File: src/rtl/field_scanner.sv
// Metaball field scanner: rasters every pixel, collects per-ball contributions over the
// px_stb/vld handshake, thresholds the saturated field sum and writes the framebuffer.
module field_scanner #(
  parameter int          N_BALLS = 3,
  parameter int          COLS    = 32,
  parameter int          ROWS    = 64,
  parameter logic [31:0] THRESH  = 32'h0000_8000,
  parameter int          TIMEOUT = 64
) (
  input  logic                         clk,
  input  logic                         rst,
  input  logic                         frame_tick_i,
  output logic                         px_stb_o,
  output logic [31:0]                  p_x_o,
  output logic [31:0]                  p_y_o,
  input  logic [N_BALLS-1:0]           vld_i,
  input  logic [N_BALLS*32-1:0]        contrib_i,
  output logic                         wr_en_o,
  output logic [$clog2(COLS*ROWS)-1:0] wr_addr_o,
  output logic                         wr_lit_o,
  output logic [31:0]                  wr_field_o,
  output logic                         mov_en_o,
  output logic                         frame_done_o,
  output logic                         busy_o,
  output logic                         overrun_o,
  output logic                         err_o
);

  localparam int ADDR_W = $clog2(COLS * ROWS);
  localparam int COL_W  = (COLS > 1) ? $clog2(COLS) : 1;
  localparam int ROW_W  = (ROWS > 1) ? $clog2(ROWS) : 1;
  localparam int WAIT_W = (TIMEOUT > 1) ? $clog2(TIMEOUT) : 1;
  localparam int SUM_W  = 32 + $clog2(N_BALLS + 1);

  typedef enum logic [2:0] {
    S_IDLE, S_STROBE, S_GUARD, S_WAIT, S_ACCUM, S_WRITE, S_MOVE
  } state_e;

  state_e             state_q, state_d;
  logic [COL_W-1:0]   col_q, col_d;
  logic [ROW_W-1:0]   row_q, row_d;
  logic [ADDR_W-1:0]  addr_q, addr_d;
  logic [WAIT_W-1:0]  wcnt_q, wcnt_d;
  logic [N_BALLS-1:0] mask_q, mask_d;
  logic [31:0]        field_q, field_d;
  logic               lit_q, lit_d;
  logic               err_q, err_d;
  logic               busy_q, px_stb_q, wr_en_q, mov_q, done_q, overrun_q;

  logic [SUM_W-1:0]   sum_raw;
  logic [31:0]        sum_sat;

  // Negative contributions and balls masked out by a timeout add nothing.
  always_comb begin
    sum_raw = '0;
    for (int i = 0; i < N_BALLS; i++) begin
      if (mask_q[i] && !contrib_i[32*i+31])
        sum_raw = sum_raw + SUM_W'(contrib_i[32*i +: 32]);
    end
    sum_sat = (sum_raw > SUM_W'(32'h7FFF_FFFF)) ? 32'h7FFF_FFFF : sum_raw[31:0];
  end

  // NOTE: every variable gets its default before the case so no latch is inferred.
  always_comb begin
    state_d = state_q;
    col_d   = col_q;
    row_d   = row_q;
    addr_d  = addr_q;
    wcnt_d  = wcnt_q;
    mask_d  = mask_q;
    field_d = field_q;
    lit_d   = lit_q;
    err_d   = err_q;
    unique case (state_q)
      S_IDLE: begin
        if (frame_tick_i) begin
          state_d = S_STROBE;
          col_d   = '0;
          row_d   = '0;
          addr_d  = '0;
        end
      end
      S_STROBE: state_d = S_GUARD;
      S_GUARD: begin
        state_d = S_WAIT;
        wcnt_d  = '0;
      end
      S_WAIT: begin
        wcnt_d = wcnt_q + 1'b1;
        if (&vld_i) begin
          state_d = S_ACCUM;
          mask_d  = '1;
        end else if (wcnt_q == WAIT_W'(TIMEOUT - 1)) begin
          state_d = S_ACCUM;
          mask_d  = vld_i;
          err_d   = 1'b1;
        end
      end
      S_ACCUM: begin
        state_d = S_WRITE;
        field_d = sum_sat;
        lit_d   = (sum_sat >= THRESH);
      end
      S_WRITE: begin
        addr_d = addr_q + 1'b1;
        if (col_q == COL_W'(COLS - 1)) begin
          col_d = '0;
          if (row_q == ROW_W'(ROWS - 1)) begin
            row_d   = '0;
            state_d = S_MOVE;
          end else begin
            row_d   = row_q + 1'b1;
            state_d = S_STROBE;
          end
        end else begin
          col_d   = col_q + 1'b1;
          state_d = S_STROBE;
        end
      end
      S_MOVE:  state_d = S_IDLE;
      default: state_d = S_IDLE;
    endcase
  end

  // NOTE: sequential state uses non-blocking assignments so all flops update together.
  always_ff @(posedge clk) begin
    if (rst) begin
      state_q   <= S_IDLE;
      col_q     <= '0;
      row_q     <= '0;
      addr_q    <= '0;
      wcnt_q    <= '0;
      mask_q    <= '0;
      field_q   <= '0;
      lit_q     <= 1'b0;
      err_q     <= 1'b0;
      busy_q    <= 1'b0;
      px_stb_q  <= 1'b0;
      wr_en_q   <= 1'b0;
      mov_q     <= 1'b0;
      done_q    <= 1'b0;
      overrun_q <= 1'b0;
    end else begin
      state_q   <= state_d;
      col_q     <= col_d;
      row_q     <= row_d;
      addr_q    <= addr_d;
      wcnt_q    <= wcnt_d;
      mask_q    <= mask_d;
      field_q   <= field_d;
      lit_q     <= lit_d;
      err_q     <= err_d;
      busy_q    <= (state_d != S_IDLE);
      px_stb_q  <= (state_d == S_STROBE);
      wr_en_q   <= (state_d == S_WRITE);
      mov_q     <= (state_d == S_MOVE);
      done_q    <= (state_d == S_MOVE);
      overrun_q <= frame_tick_i && (state_q != S_IDLE);
    end
  end

  assign px_stb_o     = px_stb_q;
  assign p_x_o        = 32'(col_q) << 15;
  assign p_y_o        = 32'(row_q) << 15;
  assign wr_en_o      = wr_en_q;
  assign wr_addr_o    = addr_q;
  assign wr_lit_o     = lit_q;
  assign wr_field_o   = field_q;
  assign mov_en_o     = mov_q;
  assign frame_done_o = done_q;
  assign busy_o       = busy_q;
  assign overrun_o    = overrun_q;
  assign err_o        = err_q;

endmodule

File: config.mk
export PLATFORM = sky130hd
export DESIGN_NAME = field_scanner
export DESIGN_NICKNAME = d
export VERILOG_FILES = /design/src/rtl/field_scanner.sv
export SDC_FILE = /design/constraint.sdc
export NUM_CORES = 1
export LEC_CHECK = 0
export ABC_CLOCK_PERIOD_IN_PS = 12700
export BUFFER_PORTS_ARGS = -buffer_cell sky130_fd_sc_hd__buf_2
export CAP_MARGIN = 5
export CORE_ASPECT_RATIO = 2
export CORE_MARGIN = 4
export CORE_UTILIZATION = 59
export CTS_CLUSTER_DIAMETER = 100
export DETAILED_ROUTE_END_ITERATION = 6
export PLACE_DENSITY = 0.88
export SYNTH_ARGS = -nofsm -noshare
export SYNTH_HDL_FRONTEND = slang
export SYNTH_SLANG_ARGS = --single-unit
File: constraint.sdc
create_clock -name clk -period 12.7 [get_ports clk]
set_clock_uncertainty 0.1 [all_clocks]
set_input_delay 2.54 -clock clk [delete_from_list [all_inputs] [get_ports clk]]
set_output_delay 2.54 -clock clk [all_outputs]
set_load 0.1 [all_outputs]
==> metrics.md <==
| Metric | Value |
|---|---|
| Final ANT Viol Nets | 0 |
| Postcts setup bufs | 0 |
| Worst Max-Slew Pin Slew | 1080 ps |
| Number of remaining DRC errors | 0 |
| Post-cts sizing count | 0 |
| Root Driver | clkbuf_16 |
| 1st-iter DRT viols | 447 |
| Crit path DAT | 10130 ps |
| Die Y | 172 µm |
| HP Class | reg -> reg |
| Vias in the first global route | approximately 8200 |
| NumNets Final | between 1000 and 1500 |
| Pleak | ~4.1 nW |
| Setup crit start kind | primary input |
| Clock transition at path regs | 50 ps |
| TNS Setup | 0 ps |
| Mapped Cells | 1094 |
| DP Cell Count | 1363 |
| Yosys warns | 0 |
| GR Layer Usage met1 | 29.1% |
| CTS tree | built |
| Final GP Congestion | 0.998 |
| Tot GR Track Use | between 20% and 30% |
| Fmax | 99.7 MHz |
| Met3 Usage GRT | 3.53% |
| Worst-Skew Late Latency | 330 ps |
| Pwr Density | 76.4 mW/mm² |
| WHS | between 300 and 400 ps |
| RSZ-0062 raised after global routing | false |
| CP required | 12800 ps |
| Crit-path max FO | 31 |
| Post-synth EDFFs | 0 |
| Max-Cap Viols | 0 |
| Ant. Diodes | 0 |
| H-tree levels | 3 |
| GRT busiest layer | met2 |
| Synth unique cells | 75 |
| Main synth FF type | dfxtp_1 |
| Commonest non-fill, non-tap cell in the layout | buf_2 |
| Die area | 0.0155 mm² |
| Maximum vdd ir drop | between 0.00006 and 0.00007 V |
| Non-Filler Instances | 1379 |
| # setup viols final | 0 |
| Layout cells sized above 1 | 17.1% |
| Commonest cells after routing, fill and taps aside | 163 x buf_2, 135 x nand2_1, 105 x nor2_1 |
| Post-DP HPWL | 19700 µm |
| Layout Utilization | between 60% and 70% |
| Starting Density | 60.7% |
| Via/cell ratio | 6.17 |
| Final max-slew violation count | 0 |
| Pin count of the biggest net entering global routing | 68 |
| WL/cell | about 17 µm |
| Netlist Area Pre-Place | between 0.007 and 0.008 mm² |
| Yosys reg bits | 73 |
| Area Overhead vs Synth | 12.4% |
| Status | complete, no violations |
| I/O pins | approximately 220 |
| Syn Area/Cell | ~7.2 µm² |
| First-pass GRT wire length | 37800 µm |
| Power, Total | 681 µW |
| Crit. End Element | flop |
| Period utilization | 79.0% |
| Horiz. Die Dim | 90.0 µm |
| Top post-synthesis cells by area | dfxtp_1 18%, ha_1 10%, nand2_1 6.4%, a21oi_1 5.4%, buf_4 5.1% |
| WS Path Type | in -> reg |
| First drt pass iteration count | 5 |
| Max_slew headroom | 27.8% |
| Via count | 8502 |
| Antenna violations before repair | 1 |
| Fin. Hold Viols | 0 |
| Core area | 0.0131 mm² |
| Asr flop ratio synth | 0% |
| Port-buffer cells | 163 |
| Fill cell count | 1147 |
| Largest area contributor in the netlist | dfxtp_1 |
| Hold buffer count at CTS | 0 |
| Area share of the largest cell type after synthesis | between 10% and 20% |
| Fraction of the yosys area taken by sequential cells | 18.4% |
| Clock Path Buffers | 2 |
| Post-layout min period | around 10000 ps |
| CTS Buf Count | 9 |
| Grt met2 use | between 50 and 60% |
| Remaining global-route overflow | 0 |
| CTS sink cnt | 73 |
| Num rows | 59 |
| Post-Route WL | 24100 µm |
## power by group
group	switching [mW]	leakage [nW]	total, mW	internal, mW
Combinational	0.135	3.39	0.171	0.0365
Sequential	0.00308	0.589	0.235	0.232
Clock	0.0930	0.162	0.275	0.182
Total	0.231	4.14	0.681	0.450
## worst max-delay path, cell delays in order
cell,delay (ps)
buf_2,140
nor2b_2,800
and2_1,270
ha_1,320
a21o_1,220
a311o_1,360
a2111oi_1,660
nor2_1,180
inv_1,80
o21ai_0,100
xor2_1,160
a21boi_0,390
inv_1,90
ha_1,380
a21oi_1,300
nor2_1,100
o32ai_1,370
o21ai_0,160
a211oi_1,420
nor2_1,90
or4_1,500
mux2i_1,140
o2111a_1,920
and3_1,320
a41oi_1,110
## synthesized netlist by cell type (all sizes together) (5+ instances only)
cell type,instances
nand3,20
nand3b,7
buf,62
nand4,14
a31oi,15
xor2,30
mux2i,11
nor3b,8
clkbuf,44
nor3,19
a311oi,9
and3,17
nand2b,12
nor2,105
inv,22
and3b,5
a21o,32
o211ai,16
a211oi,31
nand2,135
a21oi,86
dfxtp,73
or3,7
or2,6
ha,64
xnor2,35
o211a,5
o21bai,10
o21a,13
and2,25
nor2b,13
o21ai,79
## flip-flops by register name (all words and copies together) (netlist names)
name	cells
row_q	6
wr_field_o	32
wr_en_o	1
px_stb_o	1
frame_done_o	1
wcnt_q	6
col_q	5
state_q	3
err_o	1
wr_lit_o	1
overrun_o	1
wr_addr_o	11
mask_q	3
busy_o	1
## cell families after synthesis
group / after synthesis / share of synthesized area, %
AO/OA/AOI/OAI: 339 / 28.1
XOR/XNOR: 65 / 7.18
adder cells (fa/ha/maj): 69 / 11.0
buffers and inverters: 128 / 8.77
flip-flops: 73 / 18.4
multiplexers: 15 / 2.00
other: 1 / 0.0473
AND/OR/NAND/NOR: 404 / 24.5
## layout make-up
type | instances | area (µm²) | share of cell area, %
Timing Repair Buffer | 170 | 868 | 9.74
Sequential cell | 73 | 1460 | 16.4
Clock buffer | 11 | 253 | 2.84
Tap cell | 152 | 190 | 2.13
Inverter | 22 | 82.6 | 0.926
Clock inverter | 5 | 77.6 | 0.870
Multi-Input combinational cell | 946 | 5980 | 67.1
## metal layers
| layer | vias up | part of all wire (%) |
|---|---|---|
| met3 | 95 | 5.7 |
| met4 | 2 | 5.2 |
| met2 | 388 | 54 |
| met5 | - | 0.054 |
| li1 | 4109 | - |
| met1 | 3908 | 35 |
## worst paths after layout
| kind | start | endpoint | slack (ps) | cells after the start |
|---|---|---|---|---|
| max | contrib_i[31] | wr_lit_o | 2670 | 25 |
| min | err_o | err_o | 370 | 2 |
| max reg2reg | mask_q[0] | wr_lit_o | 4370 | 24 |
| min reg2reg | err_o | err_o | 370 | 2 |
## through the flow
step / instance area (µm²) / worst slack [ps]
2_1_floorplan: 8130 / 4470
3_3_place_gp: 8580 / 2720
3_5_place_dp: 8580 / 2500
4_1_cts: 8910 / 2850
5_1_grt: 8910 / 2130
6_report: 8910 / 2670
Note: power is estimated with default switching activity, not from simulation.
